===== src/rtl/gate_probe_pkg.sv =====
// Shared types and constants for the gate truth-table probe: FSM states,
// the input-vector sweep table and reference truth tables for common gates.
package gate_probe_pkg;

  typedef enum logic [1:0] {
    IDLE   = 2'd0,
    DRIVE  = 2'd1,
    RESULT = 2'd2
  } state_t;

  // Sweep order by index: (a,b) = 00, 10, 01, 11 so truth bit i = a + 2*b.
  localparam logic VEC_A [4] = '{1'b0, 1'b1, 1'b0, 1'b1};
  localparam logic VEC_B [4] = '{1'b0, 1'b0, 1'b1, 1'b1};

  localparam logic [3:0] TT_OR   = 4'b1110;
  localparam logic [3:0] TT_AND  = 4'b1000;
  localparam logic [3:0] TT_XOR  = 4'b0110;
  localparam logic [3:0] TT_NAND = 4'b0111;
  localparam logic [3:0] TT_NOR  = 4'b0001;

  function automatic int settle_cnt_width(input int n);
    return ($clog2(n) < 1) ? 1 : $clog2(n);
  endfunction

endpackage


===== src/rtl/gate_truth_probe_settle_counter.sv =====
// Hold-time counter for one sweep vector: counts 0..SETTLE_CYCLES-1 while
// enabled and flags the final cycle so the top level can sample the gate.
module settle_counter
  import gate_probe_pkg::*;
#(
  parameter int SETTLE_CYCLES = 7
) (
  input  logic clk,
  input  logic rst,
  input  logic clr,
  input  logic en,
  output logic last
);

  localparam int W = settle_cnt_width(SETTLE_CYCLES);
  localparam logic [W-1:0] LAST_CNT = W'(SETTLE_CYCLES - 1);

  logic [W-1:0] r_count;
  logic         w_at_last;

  assign w_at_last = (r_count == LAST_CNT);
  assign last      = en && w_at_last;

  always_ff @(posedge clk) begin
    if (rst || clr) begin
      r_count <= '0;
    end else if (en) begin
      r_count <= w_at_last ? '0 : r_count + W'(1);
    end
  end

endmodule


===== src/rtl/gate_truth_probe.sv =====
// Sweeps a 2-input gate through all four input vectors and returns its truth
// table over valid/ready. Define PROBE_COMPARE_EN to add the expected/pass compare.
module gate_truth_probe
  import gate_probe_pkg::*;
#(
  parameter int SETTLE_CYCLES = 7
) (
  input  logic       clk,
  input  logic       rst,
  input  logic       start,
  output logic       busy,
  output logic       a,
  output logic       b,
  input  logic       y,
  output logic       result_valid,
  input  logic       result_ready,
  output logic [3:0] truth
`ifdef PROBE_COMPARE_EN
  ,
  input  logic [3:0] expected,
  output logic       pass
`endif
);

  if (SETTLE_CYCLES < 1 || SETTLE_CYCLES > 255) begin : g_bad_settle
    $error("gate_truth_probe: SETTLE_CYCLES must be in 1..255");
  end

  state_t     r_state;
  logic [1:0] r_idx;
  logic       r_busy;
  logic       r_a;
  logic       r_b;
  logic       r_valid;
  logic [3:0] r_truth;

  logic       w_last;
  logic       w_clr;
  logic       w_en;
  logic [1:0] w_idx_next;
  logic [3:0] w_truth_final;

  assign w_en       = (r_state == DRIVE);
  assign w_clr      = !w_en;
  assign w_idx_next = r_idx + 2'd1;

  settle_counter #(
    .SETTLE_CYCLES(SETTLE_CYCLES)
  ) u_settle (
    .clk  (clk),
    .rst  (rst),
    .clr  (w_clr),
    .en   (w_en),
    .last (w_last)
  );

  // Truth word as it will look once the current sample lands; also feeds the comparator.
  always_comb begin
    w_truth_final        = r_truth;
    w_truth_final[r_idx] = y;
  end

`ifdef PROBE_COMPARE_EN
  logic r_pass;
  assign pass = r_pass;
`endif

  always_ff @(posedge clk) begin
    if (rst) begin
      r_state <= IDLE;
      r_idx   <= 2'd0;
      r_busy  <= 1'b0;
      r_a     <= 1'b0;
      r_b     <= 1'b0;
      r_valid <= 1'b0;
      r_truth <= 4'b0000;
`ifdef PROBE_COMPARE_EN
      r_pass  <= 1'b0;
`endif
    end else begin
      case (r_state)
        IDLE: begin
          if (start) begin
            r_state <= DRIVE;
            r_idx   <= 2'd0;
            r_busy  <= 1'b1;
            r_a     <= VEC_A[0];
            r_b     <= VEC_B[0];
            r_truth <= 4'b0000;
`ifdef PROBE_COMPARE_EN
            r_pass  <= 1'b0;
`endif
          end
        end
        DRIVE: begin
          if (w_last) begin
            r_truth <= w_truth_final;
            if (r_idx == 2'd3) begin
              r_state <= RESULT;
              r_busy  <= 1'b0;
              r_a     <= 1'b0;
              r_b     <= 1'b0;
              r_valid <= 1'b1;
`ifdef PROBE_COMPARE_EN
              r_pass  <= (w_truth_final == expected);
`endif
            end else begin
              r_idx <= w_idx_next;
              r_a   <= VEC_A[w_idx_next];
              r_b   <= VEC_B[w_idx_next];
            end
          end
        end
        RESULT: begin
          if (result_ready) begin
            r_state <= IDLE;
            r_valid <= 1'b0;
          end
        end
        default: begin
          r_state <= IDLE;
        end
      endcase
    end
  end

  assign busy         = r_busy;
  assign a            = r_a;
  assign b            = r_b;
  assign result_valid = r_valid;
  assign truth        = r_truth;

endmodule

===== config.mk =====
export PLATFORM = sky130hd
export DESIGN_NAME = gate_truth_probe
export DESIGN_NICKNAME = d
export VERILOG_FILES = /design/src/rtl/gate_probe_pkg.sv /design/src/rtl/gate_truth_probe_settle_counter.sv /design/src/rtl/gate_truth_probe.sv
export SDC_FILE = /design/constraint.sdc
export NUM_CORES = 1
export LEC_CHECK = 0
export BUFFER_PORTS_ARGS = -buffer_cell sky130_fd_sc_hd__buf_2
export CORE_ASPECT_RATIO = 0.7
export CORE_MARGIN = 2
export CORE_UTILIZATION = 30
export DETAILED_ROUTE_END_ITERATION = 12
export GPL_TIMING_DRIVEN = 0
export SLEW_MARGIN = 0
export SYNTH_ARGS = -nofsm -noshare
export SYNTH_HDL_FRONTEND = slang
export SYNTH_SLANG_ARGS = --single-unit

===== constraint.sdc =====
create_clock -name clk -period 1.6 [get_ports clk]
set_input_delay 0.08 -clock clk [delete_from_list [all_inputs] [get_ports clk]]
set_output_delay 0.08 -clock clk [all_outputs]
set_load 0.005 [all_outputs]

# [Word level (Yosys, flattened, before mapping)]
# Cells that the tools add are included.
[word_totals] output_inout_bits=8 ff_bits=15 inputBits=5
[op_classes] n_addsub=2 muxes=37 order_cmp=3 bitwise_logic=1 eq_ne=9 reduce_logical=12
[ops] cell="1-bit 2-to-1 mux" count=16
[ops] cell="4-bit AND reduction" count=4
[ops] cell="2-bit 2-to-1 mux" count=7
[ops] cell="2-bit inequality test, second input constant" count=5
[ops] cell="4-bit 2-to-1 mux" count=2
[ops] cell="1-bit case mux with 2 select lines" count=4
[ops] cell="4-bit case mux with 2 select lines" count=1
[ops] cell="2-bit case mux with 3 select lines" count=1
[ops] cell="1-bit binary-select mux with 2-bit select" count=2
[ops] cell="4-bit bitwise mux" count=1
[ops] cell="2-bit == test, second input constant" count=2
[ops] cell="2-bit case mux with 2 select lines" count=1
[ops] cell="2-bit nonzero test" count=2
[ops] cell="3-bit by 1-bit adder with 3-bit output, second input constant" count=1
[ops] cell="3-bit == test, second input constant" count=1
[ops] cell="3-bit greater-or-equal comparator, second input constant" count=1
[ops] cell="2-bit by 3-bit less-than comparator with 1-bit output, second input constant" count=1
[ops] cell="3-bit 2-to-1 mux" count=1
[ops] cell="2-bit inverter with 3-bit output" count=1
[ops] cell="3-bit AND reduction" count=1
[ops] cell="2-bit by 1-bit adder with 2-bit output, second input constant" count=1
[ops] cell="1-bit demux with 2-bit select" count=1
[ops] cell="2-bit by 1-bit == test with 1-bit output, second input constant" count=1
[ops] cell="2-bit by 1-bit greater-or-equal comparator with 1-bit output, second input constant" count=1
[ops] cell="other kinds (4)" count=5

# [Depth between registers and ports, before layout]
# Gate-level depths: netlist of the first run.
[logic_depth] ltp_word=8 depth_mapped=5 depth_no_buf=5

# [By module]
# From an unflattened synthesis of the first run, not the netlist that was laid out.
[unflattened] hier_cells=89 area_unflattened_um2=772.0
[modules_own_cells] module="gate_truth_probe" area_each_um2=628.1 n_inst=1 cells_each=72
[modules_own_cells] module="settle_counter" area_each_um2=143.9 n_inst=1 cells_each=17

# [Worst setup path after synthesis of the first run]
# OpenSTA, ideal clock, no wires.
[synth_timing] path_kind="reg-to-reg" startpoint="reg r_idx[0]" endpoint="reg r_idx[0]" stages_incl_launch_ff=5 path_buffers=0 t_arrival_ns=1.082 path_slack_ns=0.397 required_ns=1.479 cell_sequence="dfxtp_1 > ha_1 > a21oi_1 > o21ai_2 > mux2_4"
[synth_between] elab_chain_len=4 elab_cells_between_ends=7
[synth_lines] item="start: declaration" line="gate_truth_probe.sv:30" source="logic [1:0] r_idx;"
[synth_lines] item="start signal: assignment" line="gate_truth_probe.sv:108" source="r_idx <= w_idx_next;"
[synth_lines] item="2-bit by 1-bit adder with 2-bit output" line="gate_truth_probe.sv:45" source="assign w_idx_next = r_idx + 2'd1;"
[synth_lines] item="2-bit 2-to-1 mux" line="gate_truth_probe.sv:98" source="if (r_idx == 2'd3) begin"
[synth_lines] item="2-bit 2-to-1 mux" line="gate_truth_probe.sv:96" source="if (w_last) begin"
[synth_lines] item="2-bit case mux with 2 select lines" line="gate_truth_probe.sv:81" source="case (r_state)"
# Several ways; a longest one is shown, not always the timed one. The select of a mux whose other input is x is not followed.
# A chain may end at the register's enable or synchronous reset.

# [Final worst setup path of the first run]
[layout_timing] startpoint="reg r_state[0]" endpoint="reg r_truth[2] (netlist: truth[2])"
[layout_between] elab_chain_len=4 elab_cells_between_ends=8
[layout_lines] item="start: declaration" line="gate_truth_probe.sv:29" source="state_t r_state;"
[layout_lines] item="start signal: assignment" line="gate_truth_probe.sv:70" source="r_state <= IDLE;"
[layout_lines] item="start signal: assignment" line="gate_truth_probe.sv:84" source="r_state <= DRIVE;"
[layout_lines] item="start signal: assignment" line="gate_truth_probe.sv:99" source="r_state <= RESULT;"
[layout_lines] item="2-bit by 1-bit == test with 1-bit output" line="gate_truth_probe.sv:43, gate_truth_probe.sv:81"
[layout_lines] item="1-bit logical AND" line="gate_truth_probe_settle_counter.sv:22" source="assign last = en && w_at_last;"
[layout_lines] item="2-bit inequality test (no source line)"
[layout_lines] item="3-bit AND reduction (no source line)"
[layout_lines] item="end signal: assignment" line="gate_truth_probe.sv:97" source="r_truth <= w_truth_final;"
[layout_lines] item="end: declaration" line="gate_truth_probe.sv:35" source="logic [3:0] r_truth;"
# Several ways; a longest one is shown, not always the timed one.

==> out/metrics.cfg, run 1 <==
[place]
dpl.hpwl_mm=1.25
io_buffers=12
place_inst=132
gp_congestion=0.776

[critical_path]
worst_setup_path_start_kind=flip-flop
ff2ff_path_depth=4
end_kind=flip-flop
arrival_ps=1610
timing.rr.start=r_state[0]
reg2reg_slack_ps=100
reg2reg_to=truth[2]
worst-setup-path-type=flip-flop to flip-flop
crit_fanout=10
cp.required_ps=1700

[job]
cap_viol_max_count=0

[clocking]
cts_buffers=3
tritoncts=built
cts_buffer_depth=2
cts_root_buf=clkbuf_8
htree_levels=1
clock_latency_ps=250
cts_resized=0
clk_pin_slew_ps=70
cts_setup_buffers=0
cts.sinks=15
cts_hold_buffers=0

[detailed_routing]
wl_mm=1.70
num_vias=669
first_pass_iters=4
drt-initial-drc-count=24
vias_per_cell=4.92
drc_errors=0
ant_nets=0
routedWlPerCell_um=12.5

[finish]
antenna_cells=0
drive_gt1_share_pct=23.5
fin_util_pct=37.8
mostFrequentLayoutCells=dfxtp_1, buf_2, a21oi_1, inv_1, nand2b_1
area_growth_pct=18.9
fin_cells=136
layout.nets=112
final_common_cell=dfxtp_1

[worst_hold_path]
hold_path_startpoint=result_ready
worstHoldEndpoint=result_valid
hold_path_depth=2
min_path_type=input pin to flip-flop

[synth]
avgSynthCellArea_um2=9.17
yosys.area.top_type_share_pct=38.1
synth_cells=86
synth_cell_types=33
syn-num-nets=95
yosys_register_bits=15
syn_area_um2=788
yosys-top-cells-area=dfxtp_1, ha_1, a21oi_1
yosysSeqAreaShare_pct=38.1
synth_area_leader_cell=dfxtp_1
yosysWarnings=0

[run_status]
outcome=finished clean

[timing]
rsz0062_at_grt=false
period_share_pct=93.8
worst_pin_slew_ps=575
final-setup-viol-count=0
hold_viol=0
drv_slew=0
period_minus_slack_ps=1500
fmax_mhz=667
slew-limit-headroom_pct=61.3
setup_tns_ps=0
fin_skew_ps=7.62

[die]
fp.dieW_um=65.3
io_pins=13
die_y_um=46.9
start_util_pct=31.8
fp-row-count=15
core_um2=2480
dieArea_um2=3060

[grt]
antenna_found_initial=0
grtUsageTotal_pct=13.0
grt_pass1_vias=633
grt_max_degree=11
grt_pass1_wl_mm=2.92
gr-total-overflow=0

[power_and_ir_drop]
power_density_nw_per_um2=833
vdd.ir_drop.worst_mv=0.539
p_leak_nw=0.376

## cell families (layout without fill, tap and decap cells)
group                      Yosys count  after routing  share of synthesized area (%)
and+or+nand+nor                     34             34                           28.4
DFF                                 15             15                           38.1
buffers and inverters                9             25                           4.92
AOI/OAI and AO/OA                   19             19                           15.2
adders and majority gates            4              4                           6.35
muxes                                5              5                           6.98
## worst max-delay path, cell delays in order, from the launching register on
cell      delay (ps)
dfxtp_1          380
buf_4            190
inv_1             60
nor4_1           530
a221oi_1         190
## sequential cells by signal (all words and copies together) (netlist names)
name	cells
u_settle.r_count	3
b	1
truth	4
a	1
busy	1
r_idx	2
result_valid	1
r_state	2
## power by group
group	internal, mW	switching [mW]
registers	0.384	0.00921
clock network	0.173	0.140
logic	0.0358	0.0383
total	0.593	0.188
## worst max-delay path by stage
| stage | cells after the start | slack, ps | endpoint | from |
|---|---|---|---|---|
| final | 4 | 100 | truth[2] | r_state[0] |
| after CTS | 4 | 180 | truth[2] | r_state[0] |
| after detailed placement | 4 | 220 | truth[2] | r_state[0] |
| after floorplan | 4 | 400 | r_idx[0] | r_idx[0] |
| after global placement | 4 | 220 | truth[2] | r_state[0] |
| after global routing | 4 | 60 | truth[2] | r_state[0] |
## final cells by class
type,instances,area [um^2]
repair buffers,12,60.1
clock inverters,1,5.00
well taps,34,42.5
flip-flops and latches,15,300
fillers,272,1540
inverters,6,22.5
clock buffers,3,41.3
plain buffers,3,16.3
multi-input cells,62,449
## stage by stage
stage	setup slack (ps)	cell area, um^2	hold WS [ps]	power, mW
floorplan	397	788	199	0.451
global placement	219	891	307	0.473
detailed placement	221	891	312	0.475
CTS	182	937	39.4	0.791
global route	59.3	937	57.9	0.814
finish	99.7	937	43.5	0.780
## cell usage after synthesis (all sizes together)
cell and count:
and2b 1, nand3b 5, nand2b 6, nor3b 3, inv 6, nor3 1, buf 2, a21oi 9
nand4b 1, nor2b 2, mux2i 4, nor2 4, mux2 1, a221oi 2, ha 4, or3b 2
o22ai 1, nand2 3, o21ai 4, dfxtp 15, nor4 1, and4b 1, o211ai 1, a211oi 1
nand3 2, and3b 2, a311oi 1, clkbuf 1
## metal layers
layer	track usage, %	vias to the layer above	routed length [um]
met5	0	-	0
met4	5.00	0	32
met3	5.04	4	88
met2	19.6	19	675
met1	17.2	306	907
li1	-	340	-
(Power assumes the default switching activity.)
==> run 2: changes to the inputs <==
Settings changed: PLACE_DENSITY_LB_ADDON set to 0.08.
==> out/metrics.cfg, run 2 (synthesized netlist as in run 1, its figures left out) <==
[grt]
gr-total-overflow=0  ; unchanged
grtUsageTotal_pct=12.8  ; -0.18 points
grt_pass1_vias=545  ; -14%
grt_max_degree=11  ; unchanged
antenna_found_initial=0  ; unchanged
grt_pass1_wl_mm=2.78  ; -4.7%

[finish]
area_growth_pct=18.7
final_common_cell=dfxtp_1
mostFrequentLayoutCells=dfxtp_1, buf_2, a21oi_1, inv_1, nand2b_1
antenna_cells=0  ; unchanged
fillerInstances=287  ; +5.5%
drive_gt1_share_pct=22.5  ; -0.98 points
largest_register_ffs=4  ; unchanged
fin_cells=136  ; unchanged
layout.nets=112  ; unchanged
final_area_um2=936  ; -0.13%

[timing]
rsz0062_at_grt=false
fin_skew_ps=1.60  ; -6.03 ps
period_minus_slack_ps=1490  ; -6.74 ps
setup_tns_ps=0  ; unchanged
fmax_mhz=670  ; +0.45%
worst_pin_slew_ps=582  ; +7.75 ps
slew-limit-headroom_pct=60.8  ; -0.52 points
drv_slew=0  ; unchanged
final-setup-viol-count=0  ; unchanged
hold_viol=0  ; unchanged
period_share_pct=93.3  ; -0.42 points

[clocking]
cts_buffers=3  ; unchanged
cts_resized=0  ; unchanged
htree_levels=1  ; unchanged
cts.sinks=15  ; unchanged
cts_buffer_depth=2  ; unchanged
tritoncts=built
clock_latency_ps=250  ; about the same
cts_root_buf=clkbuf_8
clk_pin_slew_ps=60  ; about the same
cts_setup_buffers=0  ; unchanged
cts_hold_buffers=0  ; unchanged

[critical_path]
cp.required_ps=1700  ; about the same
ff2ff_path_depth=4  ; unchanged
worst-setup-path-type=flip-flop to flip-flop
end_kind=flip-flop
worst_setup_path_start_kind=flip-flop
arrival_ps=1600  ; about the same
crit_fanout=10  ; unchanged

[detailed_routing]
drt-initial-drc-count=40  ; +67%
first_pass_iters=4  ; unchanged
vias_per_cell=4.97  ; +1.0%
wl_mm=1.76  ; +3.1%
ant_nets=0  ; unchanged
drc_errors=0  ; unchanged
routedWlPerCell_um=12.9  ; +3.1%
num_vias=676  ; +1.0%

[power_and_ir_drop]
power_density_nw_per_um2=835  ; +0.32%
vdd.ir_drop.worst_mv=0.294  ; -46%
p_leak_nw=0.373  ; -0.73%

[die]
die_y_um=46.9  ; unchanged
core_um2=2480  ; unchanged
io_pins=13  ; unchanged
fp.dieW_um=65.3  ; unchanged
dieArea_um2=3060  ; unchanged
fp-row-count=15  ; unchanged
start_util_pct=31.8  ; unchanged

[place]
gp_congestion=0.761  ; -1.9%
placed_cell_area_um2=891  ; unchanged
io_buffers=12  ; unchanged
place_inst=132  ; unchanged
dpl.hpwl_mm=1.30  ; +3.8%

[job]
cap_viol_max_count=0  ; unchanged

[worst_hold_path]
hold_path_depth=2  ; unchanged
min_path_type=input pin to flip-flop

[run_status]
outcome=finished clean

run 2: cell types whose count changed in the layout (fill, tap and decap cells not counted), sizes merged:
cell and delta:
clkinv -1, clkbuf +1
run 2: final cells by class:
type	instances	area (um^2)	area share (%)
timing repair buffer	12	60.1	6.42
multi-input combinational	62	449	48.0
inverter	6	22.5	2.41
sequential	15	300	32.1
tap	34	42.5	4.55
clock buffer	4	45.0	4.81
buffer	3	16.3	1.74
run 2: worst paths after layout:
check	startpoint	endpoint	slack, ps
setup / recovery	r_state[0]	truth[1]	110
hold / removal	result_ready	result_valid	40
setup reg to reg	r_state[0]	truth[1]	110
hold reg to reg	truth[2]	truth[2]	470
run 2: metal layers:
layer  vias up  global-route usage [%]  routed length, um
li1        342                       -                  -
met1       316                    19.6               1010
met2        16                    15.5                633
met3         2                    5.76                102
met4         0                    3.75                  8
met5         -                       0                  0
run 2: worst max-delay path: stages, from the launching register on:
cell and delay (ps):
dfxtp_1 370, buf_4 190, inv_1 60, nor4_1 530, a221oi_1 190
run 2: power breakdown:
group	total [mW]	switching, mW	internal, mW
sequential	0.393	0.00928	0.384
combinational	0.0748	0.0390	0.0359
clock	0.314	0.137	0.176
run 2: through the flow:
stage	util [%]	worst slack, ps	total power, mW	hold slack (ps)
3_3_place_gp	36.0	189	0.476	308
2_1_floorplan	-	397	0.451	199
5_1_grt	37.8	68.3	0.822	44.7
6_report	37.8	106	0.782	42.2
3_5_place_dp	36.0	183	0.477	305
4_1_cts	37.8	158	0.796	37.4
==> run 3: changes to the inputs <==
Settings changed: RECOVER_POWER set to 100.
==> out/metrics.cfg, run 3 (synthesized netlist as in run 1, its figures left out) <==
[clocking]
cts_hold_buffers=0  ; unchanged
cts.sinks=15  ; unchanged
cts_resized=0  ; unchanged
clk_pin_slew_ps=60  ; about the same
cts_buffer_depth=2  ; unchanged
cts_setup_buffers=0  ; unchanged
cts_buffers=3  ; unchanged
tritoncts=built
htree_levels=1  ; unchanged
cts_root_buf=clkbuf_8
clock_latency_ps=250  ; about the same

[critical_path]
cp.required_ps=1740  ; +40 ps
path_depth=3  ; -1
reg2reg_slack_ps=100  ; about the same
slowest_delay_ps=440  ; -90 ps
timing.rr.start=u_settle.r_count[0]
end_kind=flip-flop
worst_setup_path_start_kind=flip-flop
reg2reg_to=r_idx[0]
crit_fanout=8  ; -2
crit_start=u_settle.r_count[0]
crit_family=flip-flops
crit_buf_inv=0  ; -2
worst-setup-path-type=flip-flop to flip-flop
cpMaxStageDelayCell=dfxtp_1
crit_chain=and4b_4, o21ai_0, mux2_4
worstSetupEndpoint=r_idx[0]
ff2ff_path_depth=3  ; -1
arrival_ps=1640  ; +40 ps

[finish]
area_growth_pct=17.3
fillerInstances=291  ; +1.4%
drive_gt1_share_pct=17.6  ; -4.9 points
mostFrequentLayoutCells=dfxtp_1, buf_2, a21oi_1, inv_1, nand2b_1
layout.nets=112  ; unchanged
largest_register_ffs=4  ; unchanged
antenna_cells=0  ; unchanged
final_common_cell=dfxtp_1

[die]
fp.dieW_um=65.3  ; unchanged
core_um2=2480  ; unchanged
io_pins=13  ; unchanged
start_util_pct=31.8  ; unchanged
die_y_um=46.9  ; unchanged
dieArea_um2=3060  ; unchanged
fp-row-count=15  ; unchanged

[timing]
drv_slew=0  ; unchanged
fin_skew_ps=0.823  ; -0.774 ps
fmax_mhz=665  ; -0.62%
setup_ws_ps=97.1  ; -9.32 ps
hold_viol=0  ; unchanged
worst_pin_slew_ps=539  ; -43.2 ps
slew-limit-headroom_pct=63.7  ; +2.9 points
setup_tns_ps=0  ; unchanged
rsz0062_at_grt=false
period_minus_slack_ps=1500  ; +9.32 ps
period_share_pct=93.9  ; +0.58 points
final-setup-viol-count=0  ; unchanged

[place]
dp_slack_ps=183  ; unchanged
io_buffers=12  ; unchanged
dpl.hpwl_mm=1.30  ; unchanged
gp_congestion=0.761  ; unchanged

[detailed_routing]
drc_errors=0  ; unchanged
ant_nets=0  ; unchanged
first_pass_iters=4  ; unchanged
wl_mm=1.76  ; +0.11%
num_vias=662  ; -2.1%
drt-initial-drc-count=39  ; -2.5%
routedWlPerCell_um=12.9  ; +0.11%
vias_per_cell=4.87  ; -2.1%

[grt]
gr-total-overflow=0  ; unchanged
grt_max_degree=11  ; unchanged
grtUsageTotal_pct=12.8  ; unchanged
grt_pass1_wl_mm=2.78  ; unchanged
antenna_found_initial=0  ; unchanged
grt_pass1_vias=545  ; unchanged

[run_status]
outcome=finished clean

[power_and_ir_drop]
p_total_uw=781  ; -0.14%
intPower_uw=594  ; -0.29%
pwr-share-seq_pct=50.4  ; about the same
swShare_pct=23.8  ; +0.11 points
p_sw_uw=186  ; +0.33%
vdd.ir_drop.worst_mv=0.297  ; +1.1%
pwr-share-clk_pct=40.4  ; +0.3 points
power_density_nw_per_um2=844  ; +1.1%
p_leak_nw=0.358  ; -3.9%
pwr-share-comb_pct=9.2  ; -0.4 points

[job]
cap_viol_max_count=0  ; unchanged

[worst_hold_path]
min_path_type=input pin to flip-flop
hold_path_depth=2  ; unchanged

## run 3: changes by cell type in the layout (fill, tap and decap cells not counted)
cell	delta
a21oi_1	+1
o21ai_2	-1
o21ai_0	+1
a21oi_2	-1
buf_2	-3
clkbuf_1	+3
## run 3: worst min path at each step
stage	startpoint	slack, ps	to
6_report	result_ready	40	result_valid
5_1_grt	result_ready	40	result_valid
4_1_cts	result_ready	40	result_valid
3_5_place_dp	result_ready	300	result_valid
3_3_place_gp	result_ready	310	result_valid
2_1_floorplan	result_ready	200	result_valid
## run 3: per-stage QoR
step	cell area, um^2	instances	hold WS (ps)	utilization, %
2_1_floorplan	788	86	199	-
3_5_place_dp	891	132	305	36.0
3_3_place_gp	891	132	308	36.0
4_1_cts	936	136	37.4	37.8
6_report	925	136	40.9	37.3
5_1_grt	925	136	44.7	37.3
## run 3: cell type report
cell class                 count  area (um^2)  area share [%]
multi-input combinational     62          442            47.8
sequential                    15          300            32.5
timing repair buffer          12         56.3            6.09
clock buffer                   4         45.0            4.87
tap                           34         42.5            4.60
inverter                       6         22.5            2.44
buffer                         3         16.3            1.76
## run 3: power groups by stage
stage          Sequential (mW)  Clock (mW)  Combinational [mW]
2_1_floorplan            0.400           0              0.0507
3_3_place_gp             0.401           0              0.0750
3_5_place_dp             0.401           0              0.0753
4_1_cts                  0.393       0.327              0.0753
5_1_grt                  0.395       0.344              0.0800
6_report                 0.393       0.315              0.0721
## run 3: metal layers
metal / track usage (%) / up-vias / part of all wire (%)
met4: 3.75 / 0 / 0.45
met3: 5.76 / 2 / 5.2
met2: 15.5 / 16 / 36
met1: 19.6 / 304 / 58
li1: - / 340 / -
met5: 0 / - / 0
